[src/rtl/ddr_axi_bridge_if.sv]
// AXI4 master port of the cache-to-DDR bridge (single-beat, 16-byte lines).
// The bridge drives the master modport; the MIG side drives the slave modport.
interface ddr_axi_bridge_if #(
    parameter int ADDR_W = 27,
    parameter int DATA_W = 128
);
    logic [ADDR_W-1:0]   awaddr;
    logic [7:0]          awlen;
    logic [2:0]          awsize;
    logic [1:0]          awburst;
    logic                awlock;
    logic [3:0]          awcache;
    logic [2:0]          awprot;
    logic [3:0]          awqos;
    logic                awvalid;
    logic                awready;

    logic [DATA_W-1:0]   wdata;
    logic [DATA_W/8-1:0] wstrb;
    logic                wlast;
    logic                wvalid;
    logic                wready;

    logic [1:0]          bresp;
    logic                bvalid;
    logic                bready;

    logic [ADDR_W-1:0]   araddr;
    logic [7:0]          arlen;
    logic [2:0]          arsize;
    logic [1:0]          arburst;
    logic [1:0]          arlock;
    logic [3:0]          arcache;
    logic [2:0]          arprot;
    logic [3:0]          arqos;
    logic                arvalid;
    logic                arready;

    logic [DATA_W-1:0]   rdata;
    logic [1:0]          rresp;
    logic                rlast;
    logic                rvalid;
    logic                rready;

    modport master (
        output awaddr, awlen, awsize, awburst, awlock, awcache, awprot, awqos, awvalid,
        input  awready,
        output wdata, wstrb, wlast, wvalid,
        input  wready,
        input  bresp, bvalid,
        output bready,
        output araddr, arlen, arsize, arburst, arlock, arcache, arprot, arqos, arvalid,
        input  arready,
        input  rdata, rresp, rlast, rvalid,
        output rready
    );

    modport slave (
        input  awaddr, awlen, awsize, awburst, awlock, awcache, awprot, awqos, awvalid,
        output awready,
        input  wdata, wstrb, wlast, wvalid,
        output wready,
        output bresp, bvalid,
        input  bready,
        input  araddr, arlen, arsize, arburst, arlock, arcache, arprot, arqos, arvalid,
        output arready,
        output rdata, rresp, rlast, rvalid,
        input  rready
    );
endinterface

[src/rtl/ddr_axi_bridge.sv]
// Cache line write-back / fill requests to single-beat AXI4 on the DDR2 MIG port.
// Optional macro DDR_RAW_ORDER_EN: hold off reads that hit the line of an in-flight write.
module ddr_axi_bridge #(
    parameter int ADDR_W = 27,
    parameter int DATA_W = 128
) (
    input  logic                i_clk,
    input  logic                i_rst,
    input  logic [ADDR_W-1:0]   i_wr_addr,
    input  logic [DATA_W-1:0]   i_wr_data,
    input  logic                i_wr_valid,
    output logic                o_wr_ready,
    input  logic [ADDR_W-1:0]   i_rd_addr,
    input  logic                i_rd_avalid,
    output logic                o_rd_aready,
    output logic [DATA_W-1:0]   o_rd_data,
    output logic                o_rd_valid,
    input  logic                i_rd_dready,
    ddr_axi_bridge_if.master    m_axi
);

    typedef enum logic [1:0] {W_IDLE = 2'd0, W_SEND = 2'd1, W_RESP = 2'd2} w_state_t;
    typedef enum logic [1:0] {R_IDLE = 2'd0, R_ADDR = 2'd1, R_DATA = 2'd2, R_HOLD = 2'd3} r_state_t;

    w_state_t            r_w_state, w_w_state_nxt;
    logic                r_wr_ready, w_wr_ready_nxt;
    logic [ADDR_W-1:0]   r_awaddr, w_awaddr_nxt;
    logic [DATA_W-1:0]   r_wdata, w_wdata_nxt;
    logic                r_awvalid, w_awvalid_nxt;
    logic                r_wvalid, w_wvalid_nxt;
    logic                r_aw_done, w_aw_done_nxt;
    logic                r_w_done, w_w_done_nxt;
    logic                r_bready, w_bready_nxt;

    r_state_t            r_r_state, w_r_state_nxt;
    logic                r_rd_aready, w_rd_aready_nxt;
    logic [ADDR_W-1:0]   r_araddr, w_araddr_nxt;
    logic                r_arvalid, w_arvalid_nxt;
    logic                r_rready, w_rready_nxt;
    logic [DATA_W-1:0]   r_rd_data, w_rd_data_nxt;
    logic                r_rd_valid, w_rd_valid_nxt;

    logic                w_raw_hit;
    logic                w_unused_resp;

    assign w_unused_resp = ^{m_axi.bresp, m_axi.rresp};

`ifdef DDR_RAW_ORDER_EN
    // Compared against the write engine's next state so the read is taken on the BRESP edge itself.
    assign w_raw_hit = i_rd_avalid && (w_w_state_nxt != W_IDLE) &&
                       (i_rd_addr[ADDR_W-1:4] == w_awaddr_nxt[ADDR_W-1:4]);
`else
    assign w_raw_hit = 1'b0;
`endif

    // Write engine next-state and next output values
    always_comb begin
        w_w_state_nxt  = r_w_state;
        w_wr_ready_nxt = r_wr_ready;
        w_awaddr_nxt   = r_awaddr;
        w_wdata_nxt    = r_wdata;
        w_awvalid_nxt  = r_awvalid;
        w_wvalid_nxt   = r_wvalid;
        w_aw_done_nxt  = r_aw_done;
        w_w_done_nxt   = r_w_done;
        w_bready_nxt   = r_bready;
        case (r_w_state)
            W_IDLE: begin
                w_wr_ready_nxt = 1'b1;
                if (i_wr_valid && r_wr_ready) begin
                    w_awaddr_nxt   = i_wr_addr;
                    w_wdata_nxt    = i_wr_data;
                    w_awvalid_nxt  = 1'b1;
                    w_wvalid_nxt   = 1'b1;
                    w_aw_done_nxt  = 1'b0;
                    w_w_done_nxt   = 1'b0;
                    w_wr_ready_nxt = 1'b0;
                    w_w_state_nxt  = W_SEND;
                end else begin
                    w_w_state_nxt  = W_IDLE;
                end
            end
            W_SEND: begin
                w_aw_done_nxt = r_aw_done | (r_awvalid & m_axi.awready);
                w_w_done_nxt  = r_w_done  | (r_wvalid  & m_axi.wready);
                w_awvalid_nxt = r_awvalid & ~m_axi.awready;
                w_wvalid_nxt  = r_wvalid  & ~m_axi.wready;
                if (w_aw_done_nxt && w_w_done_nxt) begin
                    w_bready_nxt  = 1'b1;
                    w_w_state_nxt = W_RESP;
                end else begin
                    w_w_state_nxt = W_SEND;
                end
            end
            W_RESP: begin
                if (m_axi.bvalid && r_bready) begin
                    w_bready_nxt   = 1'b0;
                    w_wr_ready_nxt = 1'b1;
                    w_w_state_nxt  = W_IDLE;
                end else begin
                    w_w_state_nxt  = W_RESP;
                end
            end
            default: begin
                w_w_state_nxt  = W_IDLE;
                w_wr_ready_nxt = 1'b1;
                w_awvalid_nxt  = 1'b0;
                w_wvalid_nxt   = 1'b0;
                w_bready_nxt   = 1'b0;
            end
        endcase
    end

    // Read engine next-state and next output values
    always_comb begin
        w_r_state_nxt   = r_r_state;
        w_rd_aready_nxt = r_rd_aready;
        w_araddr_nxt    = r_araddr;
        w_arvalid_nxt   = r_arvalid;
        w_rready_nxt    = r_rready;
        w_rd_data_nxt   = r_rd_data;
        w_rd_valid_nxt  = r_rd_valid;
        case (r_r_state)
            R_IDLE: begin
                if (i_rd_avalid && !w_raw_hit) begin
                    w_araddr_nxt    = i_rd_addr;
                    w_arvalid_nxt   = 1'b1;
                    w_rd_aready_nxt = 1'b0;
                    w_r_state_nxt   = R_ADDR;
                end else begin
                    w_rd_aready_nxt = ~w_raw_hit;
                    w_r_state_nxt   = R_IDLE;
                end
            end
            R_ADDR: begin
                if (m_axi.arready) begin
                    w_arvalid_nxt = 1'b0;
                    w_rready_nxt  = 1'b1;
                    w_r_state_nxt = R_DATA;
                end else begin
                    w_r_state_nxt = R_ADDR;
                end
            end
            R_DATA: begin
                // Every beat is captured so a non-last beat is simply overwritten by the last one.
                if (m_axi.rvalid && r_rready) begin
                    w_rd_data_nxt = m_axi.rdata;
                    if (m_axi.rlast) begin
                        w_rready_nxt   = 1'b0;
                        w_rd_valid_nxt = 1'b1;
                        w_r_state_nxt  = R_HOLD;
                    end else begin
                        w_r_state_nxt  = R_DATA;
                    end
                end else begin
                    w_r_state_nxt = R_DATA;
                end
            end
            R_HOLD: begin
                if (r_rd_valid && i_rd_dready) begin
                    w_rd_valid_nxt  = 1'b0;
                    w_rd_aready_nxt = 1'b1;
                    w_r_state_nxt   = R_IDLE;
                end else begin
                    w_r_state_nxt   = R_HOLD;
                end
            end
            default: begin
                w_r_state_nxt   = R_IDLE;
                w_rd_aready_nxt = 1'b1;
                w_arvalid_nxt   = 1'b0;
                w_rready_nxt    = 1'b0;
                w_rd_valid_nxt  = 1'b0;
            end
        endcase
    end

    // Write engine state and output registers
    always_ff @(posedge i_clk) begin
        if (i_rst) begin
            r_w_state  <= W_IDLE;
            r_wr_ready <= 1'b1;
            r_awaddr   <= '0;
            r_wdata    <= '0;
            r_awvalid  <= 1'b0;
            r_wvalid   <= 1'b0;
            r_aw_done  <= 1'b0;
            r_w_done   <= 1'b0;
            r_bready   <= 1'b0;
        end else begin
            r_w_state  <= w_w_state_nxt;
            r_wr_ready <= w_wr_ready_nxt;
            r_awaddr   <= w_awaddr_nxt;
            r_wdata    <= w_wdata_nxt;
            r_awvalid  <= w_awvalid_nxt;
            r_wvalid   <= w_wvalid_nxt;
            r_aw_done  <= w_aw_done_nxt;
            r_w_done   <= w_w_done_nxt;
            r_bready   <= w_bready_nxt;
        end
    end

    // Read engine state and output registers
    always_ff @(posedge i_clk) begin
        if (i_rst) begin
            r_r_state   <= R_IDLE;
            r_rd_aready <= 1'b1;
            r_araddr    <= '0;
            r_arvalid   <= 1'b0;
            r_rready    <= 1'b0;
            r_rd_data   <= '0;
            r_rd_valid  <= 1'b0;
        end else begin
            r_r_state   <= w_r_state_nxt;
            r_rd_aready <= w_rd_aready_nxt;
            r_araddr    <= w_araddr_nxt;
            r_arvalid   <= w_arvalid_nxt;
            r_rready    <= w_rready_nxt;
            r_rd_data   <= w_rd_data_nxt;
            r_rd_valid  <= w_rd_valid_nxt;
        end
    end

    assign o_wr_ready  = r_wr_ready;
    assign o_rd_aready = r_rd_aready;
    assign o_rd_data   = r_rd_data;
    assign o_rd_valid  = r_rd_valid;

    assign m_axi.awaddr  = r_awaddr;
    assign m_axi.awlen   = 8'd0;
    assign m_axi.awsize  = 3'b100;
    assign m_axi.awburst = 2'b01;
    assign m_axi.awlock  = 1'b0;
    assign m_axi.awcache = 4'b0011;
    assign m_axi.awprot  = 3'd0;
    assign m_axi.awqos   = 4'd0;
    assign m_axi.awvalid = r_awvalid;
    assign m_axi.wdata   = r_wdata;
    assign m_axi.wstrb   = {(DATA_W/8){1'b1}};
    assign m_axi.wlast   = r_wvalid;
    assign m_axi.wvalid  = r_wvalid;
    assign m_axi.bready  = r_bready;
    assign m_axi.araddr  = r_araddr;
    assign m_axi.arlen   = 8'd0;
    assign m_axi.arsize  = 3'b100;
    assign m_axi.arburst = 2'b01;
    assign m_axi.arlock  = 2'b00;
    assign m_axi.arcache = 4'b0011;
    assign m_axi.arprot  = 3'd0;
    assign m_axi.arqos   = 4'd0;
    assign m_axi.arvalid = r_arvalid;
    assign m_axi.rready  = r_rready;

endmodule

[src/flat_wrapper.sv]
// flat-port wrapper written by rule: the top's interface ports become plain ports
module ddr_axi_bridge_flat 
#(
    parameter int ADDR_W = 27,
    parameter int DATA_W = 128
)
  (i_clk, i_rst, i_wr_addr, i_wr_data, i_wr_valid, o_wr_ready, i_rd_addr, i_rd_avalid, o_rd_aready, o_rd_data, o_rd_valid, i_rd_dready, m_axi_awaddr, m_axi_awlen, m_axi_awsize, m_axi_awburst, m_axi_awlock, m_axi_awcache, m_axi_awprot, m_axi_awqos, m_axi_awvalid, m_axi_awready, m_axi_wdata, m_axi_wstrb, m_axi_wlast, m_axi_wvalid, m_axi_wready, m_axi_bresp, m_axi_bvalid, m_axi_bready, m_axi_araddr, m_axi_arlen, m_axi_arsize, m_axi_arburst, m_axi_arlock, m_axi_arcache, m_axi_arprot, m_axi_arqos, m_axi_arvalid, m_axi_arready, m_axi_rdata, m_axi_rresp, m_axi_rlast, m_axi_rvalid, m_axi_rready);
  ddr_axi_bridge_if #(.ADDR_W(ADDR_W), .DATA_W(DATA_W)) m_axi_i ();
  input  logic i_clk;
  input  logic i_rst;
  input  logic [ADDR_W-1:0] i_wr_addr;
  input  logic [DATA_W-1:0] i_wr_data;
  input  logic i_wr_valid;
  output logic o_wr_ready;
  input  logic [ADDR_W-1:0] i_rd_addr;
  input  logic i_rd_avalid;
  output logic o_rd_aready;
  output logic [DATA_W-1:0] o_rd_data;
  output logic o_rd_valid;
  input  logic i_rd_dready;
  output wire logic [$bits(m_axi_i.awaddr)-1:0] m_axi_awaddr;
  output wire logic [$bits(m_axi_i.awlen)-1:0] m_axi_awlen;
  output wire logic [$bits(m_axi_i.awsize)-1:0] m_axi_awsize;
  output wire logic [$bits(m_axi_i.awburst)-1:0] m_axi_awburst;
  output wire logic [$bits(m_axi_i.awlock)-1:0] m_axi_awlock;
  output wire logic [$bits(m_axi_i.awcache)-1:0] m_axi_awcache;
  output wire logic [$bits(m_axi_i.awprot)-1:0] m_axi_awprot;
  output wire logic [$bits(m_axi_i.awqos)-1:0] m_axi_awqos;
  output wire logic [$bits(m_axi_i.awvalid)-1:0] m_axi_awvalid;
  input wire logic [$bits(m_axi_i.awready)-1:0] m_axi_awready;
  output wire logic [$bits(m_axi_i.wdata)-1:0] m_axi_wdata;
  output wire logic [$bits(m_axi_i.wstrb)-1:0] m_axi_wstrb;
  output wire logic [$bits(m_axi_i.wlast)-1:0] m_axi_wlast;
  output wire logic [$bits(m_axi_i.wvalid)-1:0] m_axi_wvalid;
  input wire logic [$bits(m_axi_i.wready)-1:0] m_axi_wready;
  input wire logic [$bits(m_axi_i.bresp)-1:0] m_axi_bresp;
  input wire logic [$bits(m_axi_i.bvalid)-1:0] m_axi_bvalid;
  output wire logic [$bits(m_axi_i.bready)-1:0] m_axi_bready;
  output wire logic [$bits(m_axi_i.araddr)-1:0] m_axi_araddr;
  output wire logic [$bits(m_axi_i.arlen)-1:0] m_axi_arlen;
  output wire logic [$bits(m_axi_i.arsize)-1:0] m_axi_arsize;
  output wire logic [$bits(m_axi_i.arburst)-1:0] m_axi_arburst;
  output wire logic [$bits(m_axi_i.arlock)-1:0] m_axi_arlock;
  output wire logic [$bits(m_axi_i.arcache)-1:0] m_axi_arcache;
  output wire logic [$bits(m_axi_i.arprot)-1:0] m_axi_arprot;
  output wire logic [$bits(m_axi_i.arqos)-1:0] m_axi_arqos;
  output wire logic [$bits(m_axi_i.arvalid)-1:0] m_axi_arvalid;
  input wire logic [$bits(m_axi_i.arready)-1:0] m_axi_arready;
  input wire logic [$bits(m_axi_i.rdata)-1:0] m_axi_rdata;
  input wire logic [$bits(m_axi_i.rresp)-1:0] m_axi_rresp;
  input wire logic [$bits(m_axi_i.rlast)-1:0] m_axi_rlast;
  input wire logic [$bits(m_axi_i.rvalid)-1:0] m_axi_rvalid;
  output wire logic [$bits(m_axi_i.rready)-1:0] m_axi_rready;
  assign m_axi_awaddr = m_axi_i.awaddr;
  assign m_axi_awlen = m_axi_i.awlen;
  assign m_axi_awsize = m_axi_i.awsize;
  assign m_axi_awburst = m_axi_i.awburst;
  assign m_axi_awlock = m_axi_i.awlock;
  assign m_axi_awcache = m_axi_i.awcache;
  assign m_axi_awprot = m_axi_i.awprot;
  assign m_axi_awqos = m_axi_i.awqos;
  assign m_axi_awvalid = m_axi_i.awvalid;
  assign m_axi_i.awready = m_axi_awready;
  assign m_axi_wdata = m_axi_i.wdata;
  assign m_axi_wstrb = m_axi_i.wstrb;
  assign m_axi_wlast = m_axi_i.wlast;
  assign m_axi_wvalid = m_axi_i.wvalid;
  assign m_axi_i.wready = m_axi_wready;
  assign m_axi_i.bresp = m_axi_bresp;
  assign m_axi_i.bvalid = m_axi_bvalid;
  assign m_axi_bready = m_axi_i.bready;
  assign m_axi_araddr = m_axi_i.araddr;
  assign m_axi_arlen = m_axi_i.arlen;
  assign m_axi_arsize = m_axi_i.arsize;
  assign m_axi_arburst = m_axi_i.arburst;
  assign m_axi_arlock = m_axi_i.arlock;
  assign m_axi_arcache = m_axi_i.arcache;
  assign m_axi_arprot = m_axi_i.arprot;
  assign m_axi_arqos = m_axi_i.arqos;
  assign m_axi_arvalid = m_axi_i.arvalid;
  assign m_axi_i.arready = m_axi_arready;
  assign m_axi_i.rdata = m_axi_rdata;
  assign m_axi_i.rresp = m_axi_rresp;
  assign m_axi_i.rlast = m_axi_rlast;
  assign m_axi_i.rvalid = m_axi_rvalid;
  assign m_axi_rready = m_axi_i.rready;
  ddr_axi_bridge #(.ADDR_W(ADDR_W), .DATA_W(DATA_W)) u_core (.i_clk(i_clk), .i_rst(i_rst), .i_wr_addr(i_wr_addr), .i_wr_data(i_wr_data), .i_wr_valid(i_wr_valid), .o_wr_ready(o_wr_ready), .i_rd_addr(i_rd_addr), .i_rd_avalid(i_rd_avalid), .o_rd_aready(o_rd_aready), .o_rd_data(o_rd_data), .o_rd_valid(o_rd_valid), .i_rd_dready(i_rd_dready), .m_axi(m_axi_i));
endmodule
[config.mk]
export PLATFORM = sky130hd
export DESIGN_NAME = ddr_axi_bridge_flat
export DESIGN_NICKNAME = d
export VERILOG_FILES = /design/src/rtl/ddr_axi_bridge_if.sv /design/src/rtl/ddr_axi_bridge.sv /design/src/flat_wrapper.sv
export SDC_FILE = /design/constraint.sdc
export NUM_CORES = 1
export LEC_CHECK = 0
export CORE_AREA = 5 5 272 274
export DETAILED_ROUTE_END_ITERATION = 10
export DIE_AREA = 0 0 277 279
export HOLD_SLACK_MARGIN = 0.1
export PLACE_DENSITY = 0.4
export SLEW_MARGIN = 25
export SYNTH_ARGS = -nofsm -noshare
export SYNTH_HDL_FRONTEND = slang
export SYNTH_SLANG_ARGS = --single-unit
[constraint.sdc]
create_clock -name i_clk -period 4.1 [get_ports i_clk]
set_input_delay 1.23 -clock i_clk [delete_from_list [all_inputs] [get_ports i_clk]]
set_output_delay 1.23 -clock i_clk [all_outputs]
set_load 0.005 [all_outputs]
==> flow_summary.json, run 1 <==
{
  "final_nets": 2404,
  "slowest_delay_ns": 0.61,
  "synth-edff-count": 0,
  "synth_fa_ha_area_share_pct": 0,
  "tightest_slew_ns": 0.9068,
  "ff2ff_path_depth": 5,
  "insertion_delay_ns": 0.55,
  "design_power_total_mw": 8.171,
  "async_reset_ff_share_pct": 0,
  "synthTopCellsByCount": "nand2_1 (624), dfxtp_1 (324), a21oi_1 (318)",
  "synth-seq-area-share_pct": 54.63,
  "antenna_found_initial": 4,
  "holdPathStages": 2,
  "rsz0062_at_grt": "no",
  "synth_seq_cells": 324,
  "path_clk_slew_ns": 0.05,
  "fmax_mhz": 353.3,
  "synth_xor_area_share_pct": 0,
  "synthSimpleGateAreaFrac_pct": 21.14,
  "fin_crit_ns": 2.831,
  "synthMuxAreaShare_pct": 0.08431,
  "cp_data_arrival_time_ns": 1.60,
  "synthFlopType": "dfxtp_1",
  "num_rows": 98,
  "drive_gt1_share_pct": 4.265,
  "dr_total_vias": 11680,
  "drt_wl_total_um": 52060,
  "synth_cell_types": 32,
  "coreArea_sq_mm": 0.07112,
  "synth_compound_area_share_pct": 14.37,
  "drv_slew": 0,
  "path_cells": "clkdlybuf4s50_1",
  "slowest_stage": "clkdlybuf4s50_1",
  "drt-pass1-iter-count": 4,
  "area_growth_pct": 70.68,
  "yosysTopAreaCell": "dfxtp_1",
  "crit_type": "register to primary output",
  "drc": 0,
  "crit_buf_inv": 1,
  "hpwl_um": 38010,
  "avgSynthCellArea_sq_um": 7.974,
  "portBuffers": 639,
  "yosysTopAreaCellShare_pct": 54.63,
  "gp_congestion": 0.7645,
  "skew_ns": 0.01440,
  "grt-ovfl-total": 0,
  "cts_tree": "built",
  "die_area_sq_mm": 0.07728,
  "die_w_um": 277,
  "crit_family": "buffers and inverters",
  "setup_viol": 0,
  "cp.depth": 1,
  "start_kind": "register",
  "grt_pass1_wl_um": 75710,
  "postCtsSetupBuffers": 0,
  "p_leak_nw": 7.072,
  "synth_top_family_by_area": "simple AND/OR/NAND/NOR gates",
  "cts_resized": 0,
  "crit_fanout": 5,
  "holdCritStartpoint": "u_core.o_rd_data[37]",
  "synth_cells": 1489,
  "power_density_mw_per_mm2": 403.2,
  "required_ns": 2.87,
  "drt_iter0_drc": 459,
  "final_hold_viol_count": 0,
  "endpoint_kind": "primary output",
  "grt_usage_pct": 12.56,
  "cap_viol_max_count": 0,
  "cts_sinks": 324,
  "num_io_pins": 711,
  "numCtsBuffers": 42,
  "wl_per_cell_um": 16.99,
  "min_path_type": "register to register",
  "slew-limit-headroom_pct": 39.55,
  "period_share_pct": 69.04,
  "outcome": "completed",
  "reg2reg_from": "u_core.r_r_state[1]",
  "crit_start": "u_core.o_wr_ready",
  "cts_root_buffer": "clkbuf_16",
  "clk_path_buf_depth": 3,
  "fin_util_pct": 28.49,
  "ir_drop_mv": 0.2788,
  "synthesis.area_sq_mm": 0.01187,
  "avgViaCountPerCell": 3.811,
  "initial_core_util_pct": 16.69,
  "hold_ws_ns": 0.4503,
  "htreeDepth": 2,
  "final_antenna_net_count": 0,
  "fin_tns_setup_ns": 0,
  "yosys_warnings": 0,
  "synth_area_leaders": "dfxtp_1 (55%), nand2_1 (20%), a21oi_1 (13%)",
  "grt_max_degree": 159,
  "die_y_um": 279,
  "synthMostInstantiatedCell": "nand2_1",
  "rrSetupSlack_ns": 2.16,
  "grt_pass1_vias": 11570,
  "postCtsHoldBufs": 0
}
per-stage QoR:
step	instance area, sq um	std cells	setup slack (ns)
floorplan	12120	1554	1.935
CTS	20250	3060	1.208
detailed placement	18840	2985	0.9497
global route	20260	3063	1.180
finish	20260	3064	1.269
global placement	18830	2984	1.010
sequential cells by signal, indices dropped and copies added, names as in the netlist:
| name | count |
|---|---|
| u_core.m_axi.araddr | 27 |
| u_core.m_axi.arvalid | 1 |
| u_core.m_axi.awaddr | 27 |
| u_core.m_axi.awvalid | 1 |
| u_core.m_axi.bready | 1 |
| u_core.m_axi.rready | 1 |
| u_core.m_axi.wdata | 128 |
| u_core.m_axi.wlast | 1 |
| u_core.o_rd_aready | 1 |
| u_core.o_rd_data | 128 |
| u_core.o_rd_valid | 1 |
| u_core.o_wr_ready | 1 |
| u_core.r_aw_done | 1 |
| u_core.r_r_state | 2 |
| u_core.r_w_done | 1 |
| u_core.r_w_state | 2 |
power breakdown:
group | total [mW] | switching, mW | leakage [nW] | internal [mW]
Sequential | 3.37 | 0.0802 | 2.64 | 3.29
Combinational | 1.07 | 0.460 | 3.74 | 0.609
Clock | 3.73 | 1.44 | 0.698 | 2.29
Total | 8.17 | 1.98 | 7.07 | 6.19
final timing paths:
path / endpoint
setup / recovery: o_wr_ready
hold / removal: u_core.o_rd_data[37]
setup reg to reg: u_core.o_rd_data[73]
hold reg to reg: u_core.o_rd_data[37]
kinds of logic after synthesis:
group	count (synthesis)
AND/OR/NAND/NOR	648
other	2
buffers and inverters	179
flip-flops	324
multiplexers	1
AO/OA/AOI/OAI	335
routing by layer:
layer,up-vias,part of all wire [%],global-route usage [%]
met1,5357,39,13.89
met5,-,0,0
met4,0,2.6,4.077
met3,72,8.2,4.674
met2,408,51,22.40
li1,5840,-,-
placed cells by master, fill, tap and decap left out, types with 3 or more instances in the layout:
| cell type | count |
|---|---|
| conb_1 | 67 |
| clkdlybuf4s50_1 | 638 |
| buf_4 | 8 |
| a21oi_1 | 318 |
| clkbuf_1 | 10 |
| clkbuf_16 | 45 |
| buf_12 | 9 |
| o21ai_0 | 8 |
| a32oi_1 | 3 |
| dfxtp_1 | 324 |
| nand3_1 | 4 |
| nor2_1 | 6 |
| diode_2 | 4 |
| nand2_1 | 624 |
| clkinv_2 | 4 |
| clkbuf_8 | 13 |
| inv_1 | 3 |
layout make-up:
cell class	count	area (sq um)
Timing Repair Buffer	657	6656
Inverter	3	11.26
Antenna cell	4	10.01
Sequential cell	324	6486
Clock buffer	68	1343
Multi-Input combinational cell	1051	4502
Fill cell	7668	50850
Clock inverter	7	67.56
Tap cell	950	1189
Power figures use the tool's default switching activity.
==> inputs of run 2 (changes only) <==
- CORE_AREA: 5 5 272 274 -> 5 5 273 275
- DIE_AREA: 0 0 277 279 -> 0 0 278 280
- PLACE_DENSITY: 0.4 -> 0.41
- clock period: 4.1 -> 2.4 ns (I/O delays scaled with it)
==> run 2 against run 1 <==
Compared with the run above:
- combinational power increased by 79%
- clock skew decreased by 0.0041 ns
- clock power increased by 65%
- wire length decreased by 0.96%
- cell count increased by 1.1%
- cell area increased by 1.3%
- worst setup slack got worse by 1.2 ns
==> flow_summary.json, run 2 (synthesis gave the netlist of run 1 again) <==
{
  "gp_congestion": 0.8466,
  "outcome": "completed",
  "grt-ovfl-total": 0,
  "clk_path_buf_depth": 3,
  "final_cell_mix": "clkdlybuf4s50_1 (637), nand2_1 (624), dfxtp_1 (324), a21oi_1 (318), conb_1 (67)",
  "crit_fanout": 5,
  "ir_drop_mv": 0.5011,
  "slowest_stage": "clkdlybuf4s50_1",
  "gr-usage-met2_pct": 22.02,
  "cts_root_buffer": "clkbuf_16",
  "antenna_found_initial": 5,
  "cap_viol_max_count": 0,
  "skew_ns": 0.01033,
  "rsz0062_at_grt": "no",
  "path_cells": "clkdlybuf4s50_1",
  "p_leak_nw": 7.203,
  "coreArea_sq_mm": 0.07209,
  "drive_gt1_share_pct": 5.157,
  "die_area_sq_mm": 0.07784,
  "grt_max_degree": 72,
  "fin_tns_setup_ns": 0,
  "use_met3_pct": 4.527,
  "path_clk_slew_ns": 0.06,
  "setup_viol": 0,
  "numCtsBuffers": 42,
  "wl_per_cell_um": 16.65,
  "place_area_sq_mm": 0.01918,
  "min_path_type": "register to register",
  "initial_core_util_pct": 16.47,
  "place_ws_ns": 0.05370,
  "drt_wl_total_um": 51560,
  "avgViaCountPerCell": 3.817,
  "endpoint_kind": "primary output",
  "die_w_um": 278,
  "grt_pass1_vias": 11890,
  "dr_total_vias": 11820,
  "grt_pass1_wl_um": 75110,
  "grt_use_met1_pct": 13.54,
  "fmax_mhz": 432.9,
  "htreeDepth": 2,
  "drt_iter0_drc": 483,
  "drt-pass1-iter-count": 5,
  "cts_sinks": 324,
  "fin_crit_ns": 2.310,
  "final_hold_viol_count": 0,
  "cp_data_arrival_time_ns": 1.59,
  "area_growth_pct": 72.95,
  "insertion_delay_ns": 0.55,
  "period_share_pct": 96.26,
  "num_rows": 99,
  "slew-limit-headroom_pct": 59.51,
  "design_area_sq_mm": 0.02053,
  "die_y_um": 280,
  "dp_cells": 3021,
  "crit_family": "buffers and inverters",
  "grt_usage_pct": 12.35,
  "final_nets": 2431,
  "portBuffers": 639,
  "design_power_total_mw": 13.84,
  "fin_cells": 3097,
  "hpwl_um": 39170,
  "power_density_mw_per_mm2": 674.1,
  "required_ns": 1.68,
  "crit_type": "register to primary output",
  "drc": 0,
  "crit_buf_inv": 1,
  "num_io_pins": 711,
  "fin_ws_ns": 0.08974,
  "postCtsHoldBufs": 0,
  "drv_slew": 0,
  "final_common_cell": "clkdlybuf4s50_1",
  "grt.busiest_layer": "met2",
  "final_antenna_net_count": 0,
  "cts_tree": "built",
  "tightest_slew_ns": 0.6073,
  "slowest_delay_ns": 0.58,
  "start_kind": "register"
}
## run 2: cell types whose count changed in the layout (fill, tap and decap cells not counted), sizes merged
cell           before  now
buf                19   46
clkinv              5    2
clkbuf             68   67
clkdlybuf4s50     638  637
clkinvlp            0    1
diode               4    5
dlygate4sd2         0    1
inv                 4    3
## run 2: final cells by class
class                           instances  area, sq um
Fill cell                            7755        51560
Timing Repair Buffer                  684         6975
Sequential cell                       324         6486
Multi-Input combinational cell       1051         4502
Clock buffer                           67         1299
Tap cell                              959         1200
Clock inverter                          4        47.55
Antenna cell                            5        12.51
Inverter                                3        11.26
## run 2: worst paths after layout
path,start,end,slack [ns],cells after the start
worst max-delay path,u_core.m_axi.wlast,m_axi_wvalid,0.09,1
worst min-delay path,u_core.m_axi.wdata[82],u_core.m_axi.wdata[82],0.45,2
worst max register to register,u_core.r_r_state[1],u_core.o_rd_data[87],0.74,5
worst min register to register,u_core.m_axi.wdata[82],u_core.m_axi.wdata[82],0.45,2
## run 2: repair_timing
item,4_1_cts,5_1_grt
endpoints found under the setup margin,1,0
setup buffers,0,0
gates resized for setup,1,0
hold endpoints to repair,0,0
## run 2: metal layers
metal | share of wire [%] | routed length (um) | up-vias
li1 | - | - | 5888
met1 | 38 | 19400 | 5400
met2 | 51 | 26110 | 447
met3 | 8.5 | 4383 | 85
met4 | 3.2 | 1644 | 2
met5 | 0.021 | 11 | -
## run 2: per-stage QoR
stage	utilization (%)	hold slack (ns)
final	28.48	0.4514
after detailed placement	26.60	0.4455
after global placement	26.60	0.4411
after global routing	28.48	0.4682
after CTS	28.47	0.4531
after floorplan	-	0.4527
## run 2: where the power goes
| part | switching [mW] | total [mW] | internal [mW] |
|---|---|---|---|
| sequential | 0.143 | 5.76 | 5.62 |
| combinational | 0.804 | 1.91 | 1.11 |
| clock | 2.39 | 6.17 | 3.78 |
